## src/rtl/rv_fetch_align.sv

```systemverilog
//==============================================================================
// Module      : rv_fetch_align
// Description : Fetch-word to instruction aligner with optional RVC support.
//               Define RV_EXT_C_EN to enable the halfword buffer and the
//               compressed-instruction expander.
// Revision    : 1.0 - initial release
//==============================================================================
`default_nettype none
`timescale 1ns/1ps

`ifdef RV_EXT_C_EN
module rv_fetch_align_rvc (
    input  logic [15:0] i_c,
    output logic [31:0] o_instr,
    output logic        o_illegal
);
    logic [4:0] w_rd;
    logic [4:0] w_rs2;
    logic [4:0] w_rdp;
    logic [4:0] w_rs1p;
    logic       w_c12;

    assign w_rd   = i_c[11:7];
    assign w_rs2  = i_c[6:2];
    assign w_rdp  = {2'b01, i_c[4:2]};
    assign w_rs1p = {2'b01, i_c[9:7]};
    assign w_c12  = i_c[12];

    always_comb begin
        o_instr   = 32'h0;
        o_illegal = 1'b0;
        case (i_c[1:0])
            2'b00: begin
                case (i_c[15:13])
                    3'b000: begin
                        o_instr   = {2'b00, i_c[10:7], i_c[12:11], i_c[5], i_c[6], 2'b00,
                                     5'd2, 3'b000, w_rdp, 7'b0010011};
                        o_illegal = (i_c[12:5] == 8'h00);
                    end
                    3'b010:  o_instr = {5'b0, i_c[5], i_c[12:10], i_c[6], 2'b00,
                                        w_rs1p, 3'b010, w_rdp, 7'b0000011};
                    3'b110:  o_instr = {5'b0, i_c[5], i_c[12], w_rdp, w_rs1p, 3'b010,
                                        i_c[11:10], i_c[6], 2'b00, 7'b0100011};
                    default: o_illegal = 1'b1;
                endcase
            end
            2'b01: begin
                case (i_c[15:13])
                    3'b000: o_instr = {{7{w_c12}}, i_c[6:2], w_rd, 3'b000, w_rd, 7'b0010011};
                    3'b001, 3'b101: begin
                        o_instr = {w_c12, i_c[8], i_c[10:9], i_c[6], i_c[7], i_c[2], i_c[11],
                                   i_c[5:3], w_c12, {8{w_c12}},
                                   (i_c[15] ? 5'd0 : 5'd1), 7'b1101111};
                    end
                    3'b010: o_instr = {{7{w_c12}}, i_c[6:2], 5'd0, 3'b000, w_rd, 7'b0010011};
                    3'b011: begin
                        o_illegal = ({w_c12, i_c[6:2]} == 6'd0);
                        if (w_rd == 5'd2)
                            o_instr = {{3{w_c12}}, i_c[4:3], i_c[5], i_c[2], i_c[6], 4'b0000,
                                       5'd2, 3'b000, 5'd2, 7'b0010011};
                        else
                            o_instr = {{15{w_c12}}, i_c[6:2], w_rd, 7'b0110111};
                    end
                    3'b100: begin
                        case (i_c[11:10])
                            2'b00: begin
                                o_instr   = {7'b0000000, i_c[6:2], w_rs1p, 3'b101, w_rs1p, 7'b0010011};
                                o_illegal = w_c12;
                            end
                            2'b01: begin
                                o_instr   = {7'b0100000, i_c[6:2], w_rs1p, 3'b101, w_rs1p, 7'b0010011};
                                o_illegal = w_c12;
                            end
                            2'b10: o_instr = {{7{w_c12}}, i_c[6:2], w_rs1p, 3'b111, w_rs1p, 7'b0010011};
                            default: begin
                                o_illegal = w_c12;
                                case (i_c[6:5])
                                    2'b00:   o_instr = {7'b0100000, w_rdp, w_rs1p, 3'b000, w_rs1p, 7'b0110011};
                                    2'b01:   o_instr = {7'b0000000, w_rdp, w_rs1p, 3'b100, w_rs1p, 7'b0110011};
                                    2'b10:   o_instr = {7'b0000000, w_rdp, w_rs1p, 3'b110, w_rs1p, 7'b0110011};
                                    default: o_instr = {7'b0000000, w_rdp, w_rs1p, 3'b111, w_rs1p, 7'b0110011};
                                endcase
                            end
                        endcase
                    end
                    default: begin
                        o_instr = {{4{w_c12}}, i_c[6:5], i_c[2], 5'd0, w_rs1p, {2'b00, i_c[13]},
                                   i_c[11:10], i_c[4:3], w_c12, 7'b1100011};
                    end
                endcase
            end
            2'b10: begin
                case (i_c[15:13])
                    3'b000: begin
                        o_instr   = {7'b0000000, i_c[6:2], w_rd, 3'b001, w_rd, 7'b0010011};
                        o_illegal = w_c12;
                    end
                    3'b010: begin
                        o_instr   = {4'b0000, i_c[3:2], w_c12, i_c[6:4], 2'b00,
                                     5'd2, 3'b010, w_rd, 7'b0000011};
                        o_illegal = (w_rd == 5'd0);
                    end
                    3'b100: begin
                        if (!w_c12) begin
                            if (w_rs2 == 5'd0) begin
                                o_instr   = {12'h000, w_rd, 3'b000, 5'd0, 7'b1100111};
                                o_illegal = (w_rd == 5'd0);
                            end else begin
                                o_instr = {7'b0000000, w_rs2, 5'd0, 3'b000, w_rd, 7'b0110011};
                            end
                        end else if (w_rs2 == 5'd0 && w_rd == 5'd0) begin
                            o_instr = 32'h00100073;
                        end else if (w_rs2 == 5'd0) begin
                            o_instr = {12'h000, w_rd, 3'b000, 5'd1, 7'b1100111};
                        end else begin
                            o_instr = {7'b0000000, w_rs2, w_rd, 3'b000, w_rd, 7'b0110011};
                        end
                    end
                    3'b110:  o_instr = {4'b0000, i_c[8:7], w_c12, w_rs2, 5'd2, 3'b010,
                                        i_c[11:9], 2'b00, 7'b0100011};
                    default: o_illegal = 1'b1;
                endcase
            end
            default: o_illegal = 1'b1;
        endcase
    end
endmodule
`endif

module rv_fetch_align (
    input  logic        i_clk,
    input  logic        i_reset,
    input  logic        i_flush,
    input  logic [31:0] i_flush_pc,
    output logic [31:0] o_fetch_addr,
    input  logic        i_mem_valid,
    input  logic [31:0] i_mem_data,
    output logic        o_mem_ready,
    output logic        o_instr_valid,
    input  logic        i_instr_ready,
    output logic [31:0] o_instr,
    output logic [31:0] o_instr_pc,
    output logic        o_instr_comp,
    output logic        o_instr_illegal
);
    logic [31:0] r_fetch_addr;
    logic [31:0] r_head_pc;
    logic        r_out_valid;
    logic [31:0] r_out_instr;
    logic [31:0] r_out_pc;
    logic        r_out_comp;
    logic        r_out_ill;

    logic        w_avail;
    logic        w_load;
    logic        w_accept;
    logic [31:0] w_nxt_instr;
    logic        w_nxt_comp;
    logic        w_nxt_ill;
    logic [2:0]  w_pop_bytes;
    logic [31:0] w_flush_head;

    assign w_load = w_avail & (~r_out_valid | i_instr_ready);

`ifdef RV_EXT_C_EN
    logic [47:0] r_buf;
    logic [1:0]  r_hw_cnt;
    logic        r_skip;
    logic [15:0] w_head;
    logic        w_head_is32;
    logic [1:0]  w_pop;
    logic [1:0]  w_cnt_left;
    logic [47:0] w_buf_left;
    logic [47:0] w_buf_nxt;
    logic [1:0]  w_cnt_nxt;
    logic [31:0] w_app_data;
    logic [1:0]  w_app_n;
    logic [31:0] w_exp_instr;
    logic        w_exp_ill;
    logic        w_unused_pc0;

    assign w_head       = r_buf[15:0];
    assign w_head_is32  = &w_head[1:0];
    assign w_avail      = w_head_is32 ? (r_hw_cnt >= 2'd2) : (r_hw_cnt >= 2'd1);
    assign w_pop        = w_load ? (w_head_is32 ? 2'd2 : 2'd1) : 2'd0;
    assign w_cnt_left   = r_hw_cnt - w_pop;
    assign o_mem_ready  = ~i_reset & ~i_flush & (w_cnt_left <= 2'd1);
    assign w_accept     = i_mem_valid & o_mem_ready;
    assign w_flush_head = {i_flush_pc[31:1], 1'b0};
    assign w_unused_pc0 = i_flush_pc[0];

    rv_fetch_align_rvc u_rvc (
        .i_c       (w_head),
        .o_instr   (w_exp_instr),
        .o_illegal (w_exp_ill)
    );

    assign w_nxt_instr = w_head_is32 ? r_buf[31:0] : w_exp_instr;
    assign w_nxt_comp  = ~w_head_is32;
    assign w_nxt_ill   = ~w_head_is32 & ((w_head == 16'h0000) | w_exp_ill);
    assign w_pop_bytes = w_head_is32 ? 3'd4 : 3'd2;

    // The first word after a redirect to an odd halfword contributes only its upper half.
    assign w_app_data  = r_skip ? {16'h0000, i_mem_data[31:16]} : i_mem_data;
    assign w_app_n     = r_skip ? 2'd1 : 2'd2;
    assign w_buf_left  = r_buf >> {w_pop, 4'b0000};

    always_comb begin
        w_buf_nxt = w_buf_left;
        w_cnt_nxt = w_cnt_left;
        if (w_accept) begin
            if (w_cnt_left == 2'd0)
                w_buf_nxt = {16'h0000, w_app_data};
            else
                w_buf_nxt = {w_app_data, w_buf_left[15:0]};
            w_cnt_nxt = w_cnt_left + w_app_n;
        end
    end

    always_ff @(posedge i_clk) begin
        if (i_reset) begin
            r_buf    <= 48'h0;
            r_hw_cnt <= 2'd0;
            r_skip   <= 1'b0;
        end else if (i_flush) begin
            r_hw_cnt <= 2'd0;
            r_skip   <= i_flush_pc[1];
        end else begin
            r_buf    <= w_buf_nxt;
            r_hw_cnt <= w_cnt_nxt;
            if (w_accept)
                r_skip <= 1'b0;
        end
    end
`else
    logic [31:0] r_word;
    logic        r_full;
    logic [1:0]  w_unused_pc_lsb;

    assign w_avail         = r_full;
    assign o_mem_ready     = ~i_reset & ~i_flush & (~r_full | w_load);
    assign w_accept        = i_mem_valid & o_mem_ready;
    assign w_flush_head    = {i_flush_pc[31:2], 2'b00};
    assign w_unused_pc_lsb = i_flush_pc[1:0];

    assign w_nxt_instr = r_word;
    assign w_nxt_comp  = 1'b0;
    assign w_nxt_ill   = ~&r_word[1:0];
    assign w_pop_bytes = 3'd4;

    always_ff @(posedge i_clk) begin
        if (i_reset) begin
            r_word <= 32'h0;
            r_full <= 1'b0;
        end else if (i_flush) begin
            r_full <= 1'b0;
        end else begin
            r_full <= w_accept | (r_full & ~w_load);
            if (w_accept)
                r_word <= i_mem_data;
        end
    end
`endif

    // Output register only advances when empty or being consumed, so a stalled
    // consumer sees stable values.
    always_ff @(posedge i_clk) begin
        if (i_reset) begin
            r_fetch_addr <= 32'h0;
            r_head_pc    <= 32'h0;
            r_out_valid  <= 1'b0;
            r_out_instr  <= 32'h0;
            r_out_pc     <= 32'h0;
            r_out_comp   <= 1'b0;
            r_out_ill    <= 1'b0;
        end else if (i_flush) begin
            r_fetch_addr <= {i_flush_pc[31:2], 2'b00};
            r_head_pc    <= w_flush_head;
            r_out_valid  <= 1'b0;
        end else begin
            if (w_accept)
                r_fetch_addr <= r_fetch_addr + 32'd4;
            if (w_load) begin
                r_out_valid <= 1'b1;
                r_out_instr <= w_nxt_instr;
                r_out_pc    <= r_head_pc;
                r_out_comp  <= w_nxt_comp;
                r_out_ill   <= w_nxt_ill;
                r_head_pc   <= r_head_pc + {29'd0, w_pop_bytes};
            end else if (i_instr_ready) begin
                r_out_valid <= 1'b0;
            end
        end
    end

    assign o_fetch_addr    = r_fetch_addr;
    assign o_instr_valid   = r_out_valid;
    assign o_instr         = r_out_instr;
    assign o_instr_pc      = r_out_pc;
    assign o_instr_comp    = r_out_comp;
    assign o_instr_illegal = r_out_ill;
endmodule

`default_nettype wire

```

## config.mk

```make
export PLATFORM = sky130hd
export DESIGN_NAME = rv_fetch_align
export DESIGN_NICKNAME = d
export VERILOG_FILES = /design/src/rtl/rv_fetch_align.sv
export SDC_FILE = /design/constraint.sdc
export NUM_CORES = 1
export LEC_CHECK = 0
export ABC_AREA = 1
export BUFFER_PORTS_ARGS = -buffer_cell sky130_fd_sc_hd__buf_2
export CAP_MARGIN = 15
export CORE_MARGIN = 1
export CORE_UTILIZATION = 59
export DETAILED_ROUTE_END_ITERATION = 16
export GPL_ROUTABILITY_DRIVEN = 1
export PLACE_DENSITY_LB_ADDON = 0.12
export SLEW_MARGIN = 20
export SYNTH_ARGS = -nofsm -noshare
export SYNTH_HDL_FRONTEND = slang
export SYNTH_SLANG_ARGS = --single-unit
```

## constraint.sdc

```tcl
create_clock -name i_clk -period 3.1 [get_ports i_clk]
set_input_delay 0.155 -clock i_clk [delete_from_list [all_inputs] [get_ports i_clk]]
set_output_delay 0.155 -clock i_clk [all_outputs]
set_load 0.03 [all_outputs]
```

# [Word level (Yosys, flattened, before mapping)]
# Cells that the tools add are included.
[totals] register_bits=163 elab_cells=39 output_inout_bits=100 input_bits=69
[op_classes] n_bitwise=13 n_reduce_logical=8 addsub=2 muxes=6
[op_table] op="2-to-1 mux 32 bit" count=4
[op_table] op="adder 32 x 3 -> 32 bit (second input constant)" count=2
[op_table] op="AND reduction 2 bit" count=3
[op_table] op="nonzero test 2 bit" count=3
[op_table] op="bitwise AND 1 bit" count=5
[op_table] op="NOT 1 bit" count=5
[op_table] op="bitwise OR 1 bit" count=3
[op_table] op="2-to-1 mux 1 bit" count=2
[op_table] op="OR reduction 2 bit" count=1
[op_table] op="zero test 1 bit" count=1

# [Depth between registers and ports, before layout]
[logic_depth] word_depth=8 ltp_mapped=12

# [Least setup slack after synthesis]
# No wires, ideal clock.
[synth_path] kind="register to register" from="register r_fetch_addr[2], in the netlist o_fetch_addr[2]" to="register r_fetch_addr[22], in the netlist o_fetch_addr[22]" path_stages_with_launch=11 n_path_buf=0 period_less_slack_ns=1.743 arrival_time_ns=1.616 required_time_ns=2.972 slack_ns=1.357 path_cell_list="dfxtp_1 -> ha_1 -> nand2_2 -> nor2_4 -> nand2_2 -> nor2_4 -> nand2_1 -> nand2_1 -> nand2_1 -> a21oi_1 -> nor2_1"
[synth_between] elab_chain_len=3
[synth_rtl] element="from (decl)" line_no="146" rtl="logic [31:0] r_fetch_addr;"
[synth_rtl] element="from (signal assigned)" line_no="277" rtl="r_fetch_addr <= {i_flush_pc[31:2], 2'b00};"
[synth_rtl] element="from (signal assigned)" line_no="282" rtl="r_fetch_addr <= r_fetch_addr + 32'd4;"
[synth_rtl] element="adder 32 x 3 -> 32 bit" line_no="282"
[synth_rtl] element="2-to-1 mux 32 bit" line_no="281" rtl="if (w_accept)"
[synth_rtl] element="2-to-1 mux 32 bit" line_no="276" rtl="end else if (i_flush) begin"
# No other way between the ends. The select of a mux whose other input is x is not followed.
# A chain may end at the register's enable or synchronous reset.

# [Worst setup path after layout]
[layout_path] from="register r_fetch_addr[2], in the netlist o_fetch_addr[2]" to="register r_fetch_addr[16], in the netlist o_fetch_addr[16]"
# Same word-level chain as after synthesis.

==> results.cfg <==
[clocking]
ctsLongestPathBuffers = 2
cts_tree = done
cts_resized = 0
clock_latency_ns = 0.42
path_clk_slew_ns = 0.06
cts_sinks = 157
cts_root_buf = clkbuf_16
h-tree-depth = 4
cts_made_buffers = 17

[sta]
rsz0062_at_grt = false
setup_tns_ns = 0
fin_skew_ns = 0.00973
finalCriticalPeriod_ns = 1.98
setup_viol = 0
slew_viol_final = 0
slew_headroom = 0.476
whs_ns = 0.0260
clock.fmax_ghz = 0.505
worstMarginPinSlew_ns = 0.783
hold_violations = 0
finalCritPeriodShare = 0.638

[global_route]
grt_max_degree = 70
grt_pass1_vias = 7183
track_usage = 0.334
antenna_found_initial = 0
grt_pass1_wl_um = 34400
grt-ovfl-total = 0

[logic_synthesis]
synth_cells = 1135
async_reset_ff_frac = 0
synth-seq-cells = 157
netlist_area_um2 = 7560
yosysMostFrequentCell = nand2_1
synth_top_area_share = 0.416
synth.yosys.warnings = 0
synth_commonest_cells = nand2_1 (287), nor2_1 (201), dfxtp_1 (157), inv_1 (100), o21ai_0 (92)
synth_edf_count = 0
synth.largest_area_cell = dfxtp_1
yosysUniqueCellTypes = 38
yosys-top-cells-area = dfxtp_1 (42%), nand2_1 (14%), nor2_1 (10%)
yosysSeqAreaShare = 0.416
synth-main-ff-cell = dfxtp_1
avgSynthCellArea_um2 = 6.66

[setup_path]
start_kind = flip-flop
path_class = flip-flop to flip-flop
critPathMaxFanout = 7
critical_path_required_ns = 3.38
cp.arrival_ns = 2.26
endpoint_kind = flip-flop

[finish]
instances_no_fill = 1487
syn2layout_area_growth_pct = 22.9
nNetsFinal = 1376
drive_gt1_frac = 0.184
design_area_um2 = 9290

[power_and_ir_drop]
power_frac_seq = 0.461
cellPowerDensity_nw_per_um2 = 505
p_leak_nw = 4.38
switching_share = 0.261
p_clk_frac = 0.441
switchingPower_mw = 1.23
ir_drop_v = 0.000465
power.total_mw = 4.69
p_comb_frac = 0.097
power.internal_mw = 3.47

[placement]
placed_area_um2 = 8390
hpwl_um = 14700
gp_congestion = 0.915
io_buffers = 161
dp_cells = 1423

[detailed_routing]
num_vias = 7920
vias_per_cell = 5.33
route.detailed.drc = 0
drtPass1Iterations = 5
final_antenna_net_count = 0
wl_um = 21800
routedWlPerCell_um = 14.6
drt_iter0_drc = 680

[status]
status = complete, no violations

[floorplanning]
start_util = 0.616
die_x_um = 115
rows = 40
pin_count = 169
core_um2 = 12300
die-area_um2 = 13300
die_h_um = 115

[min_path]
hp-class = input pin to flip-flop

[flow_run]
maxCapViolations = 0
[layer usage]
layer  vias to the layer above  GRT usage  part of all wire
met4                         0      0.167             0.038
met3                        52     0.0717             0.062
met5                         -          0                 0
li1                       3957          -                 -
met1                      3610      0.403              0.42
met2                       301      0.563              0.48
[metrics by stage]
stage | utilization | worst slack [ns]
4_1_cts | 0.757 | 1.18
6_report | 0.758 | 1.12
5_1_grt | 0.757 | 1.01
3_3_place_gp | 0.684 | 1.03
3_5_place_dp | 0.684 | 0.987
2_1_floorplan | - | 1.36
[cells in the final DEF, fill, tap and decap left out, types with 8 or more instances in the layout]
cell type,Yosys,routed
inv_1,100,99
nand3b_1,9,9
nor2_2,14,13
clkbuf_16,0,17
buf_4,10,12
a21oi_1,72,72
nand3_1,55,55
nand2_2,8,8
dfxtp_1,157,157
o21ai_0,92,92
nand2_1,287,287
dlygate4sd3_1,0,31
o21ai_1,8,8
nand4_1,14,14
buf_2,21,161
nor2_1,201,201
a31oi_1,11,11
[critical path, cell delays in order, from the launching register on]
cell,delay [ns]
dfxtp_1,0.51
ha_1,0.27
nand3_1,0.12
nor2_1,0.38
nand3_1,0.20
xor2_1,0.18
a21oi_1,0.12
nor2_1,0.05
[area by class of cell]
cell class,count,area (um2)
antenna,1,2.50
inverter,104,390
timing repair buffer,205,1230
tap,168,210
multi-input combinational,820,3730
clock inverter,11,133
sequential,157,3140
fill,1009,2970
clock buffer,21,450
[worst paths after layout]
| check | from | end | slack, ns | depth (start not counted) |
|---|---|---|---|---|
| hold reg to reg | r_word[1] | r_word[1] | 0.47 | 2 |
| hold / removal | i_flush_pc[2] | o_fetch_addr[2] | 0.03 | 3 |
| setup reg to reg | o_fetch_addr[2] | o_fetch_addr[16] | 1.12 | 7 |
| setup / recovery | o_fetch_addr[2] | o_fetch_addr[16] | 1.12 | 7 |
[flip-flops by register name, indices dropped and copies added, names as in the netlist]
signal / cells
o_instr: 32
r_word: 32
o_instr_illegal: 1
r_full: 1
o_instr_pc: 30
r_head_pc: 30
o_instr_valid: 1
o_fetch_addr: 30
[cell families after synthesis]
family | Yosys count | share of synthesized area
compound gates | 195 | 0.135
fa+ha+maj | 2 | 0.00331
flops | 157 | 0.416
xor+xnor | 7 | 0.00811
buf+inv | 162 | 0.0929
simple gates | 611 | 0.344
other cells | 1 | 0.000496
[timing repair]
action | 4_1_cts | 5_1_grt
hold endpoints to repair | 31 | 0
setup buffers | 0 | 0
hold buffers | 31 | 0
endpoints found under the setup margin | 0 | 0
[power by group through the flow]
stage	combinational [mW]	clock, mW	sequential, mW
floorplan	0.230	0	2.25
global placement	0.412	0	2.21
detailed placement	0.419	0	2.21
CTS	0.451	2.08	2.16
global route	0.499	2.18	2.17
finish	0.457	2.07	2.17
Note: power is estimated with default switching activity, not from simulation.
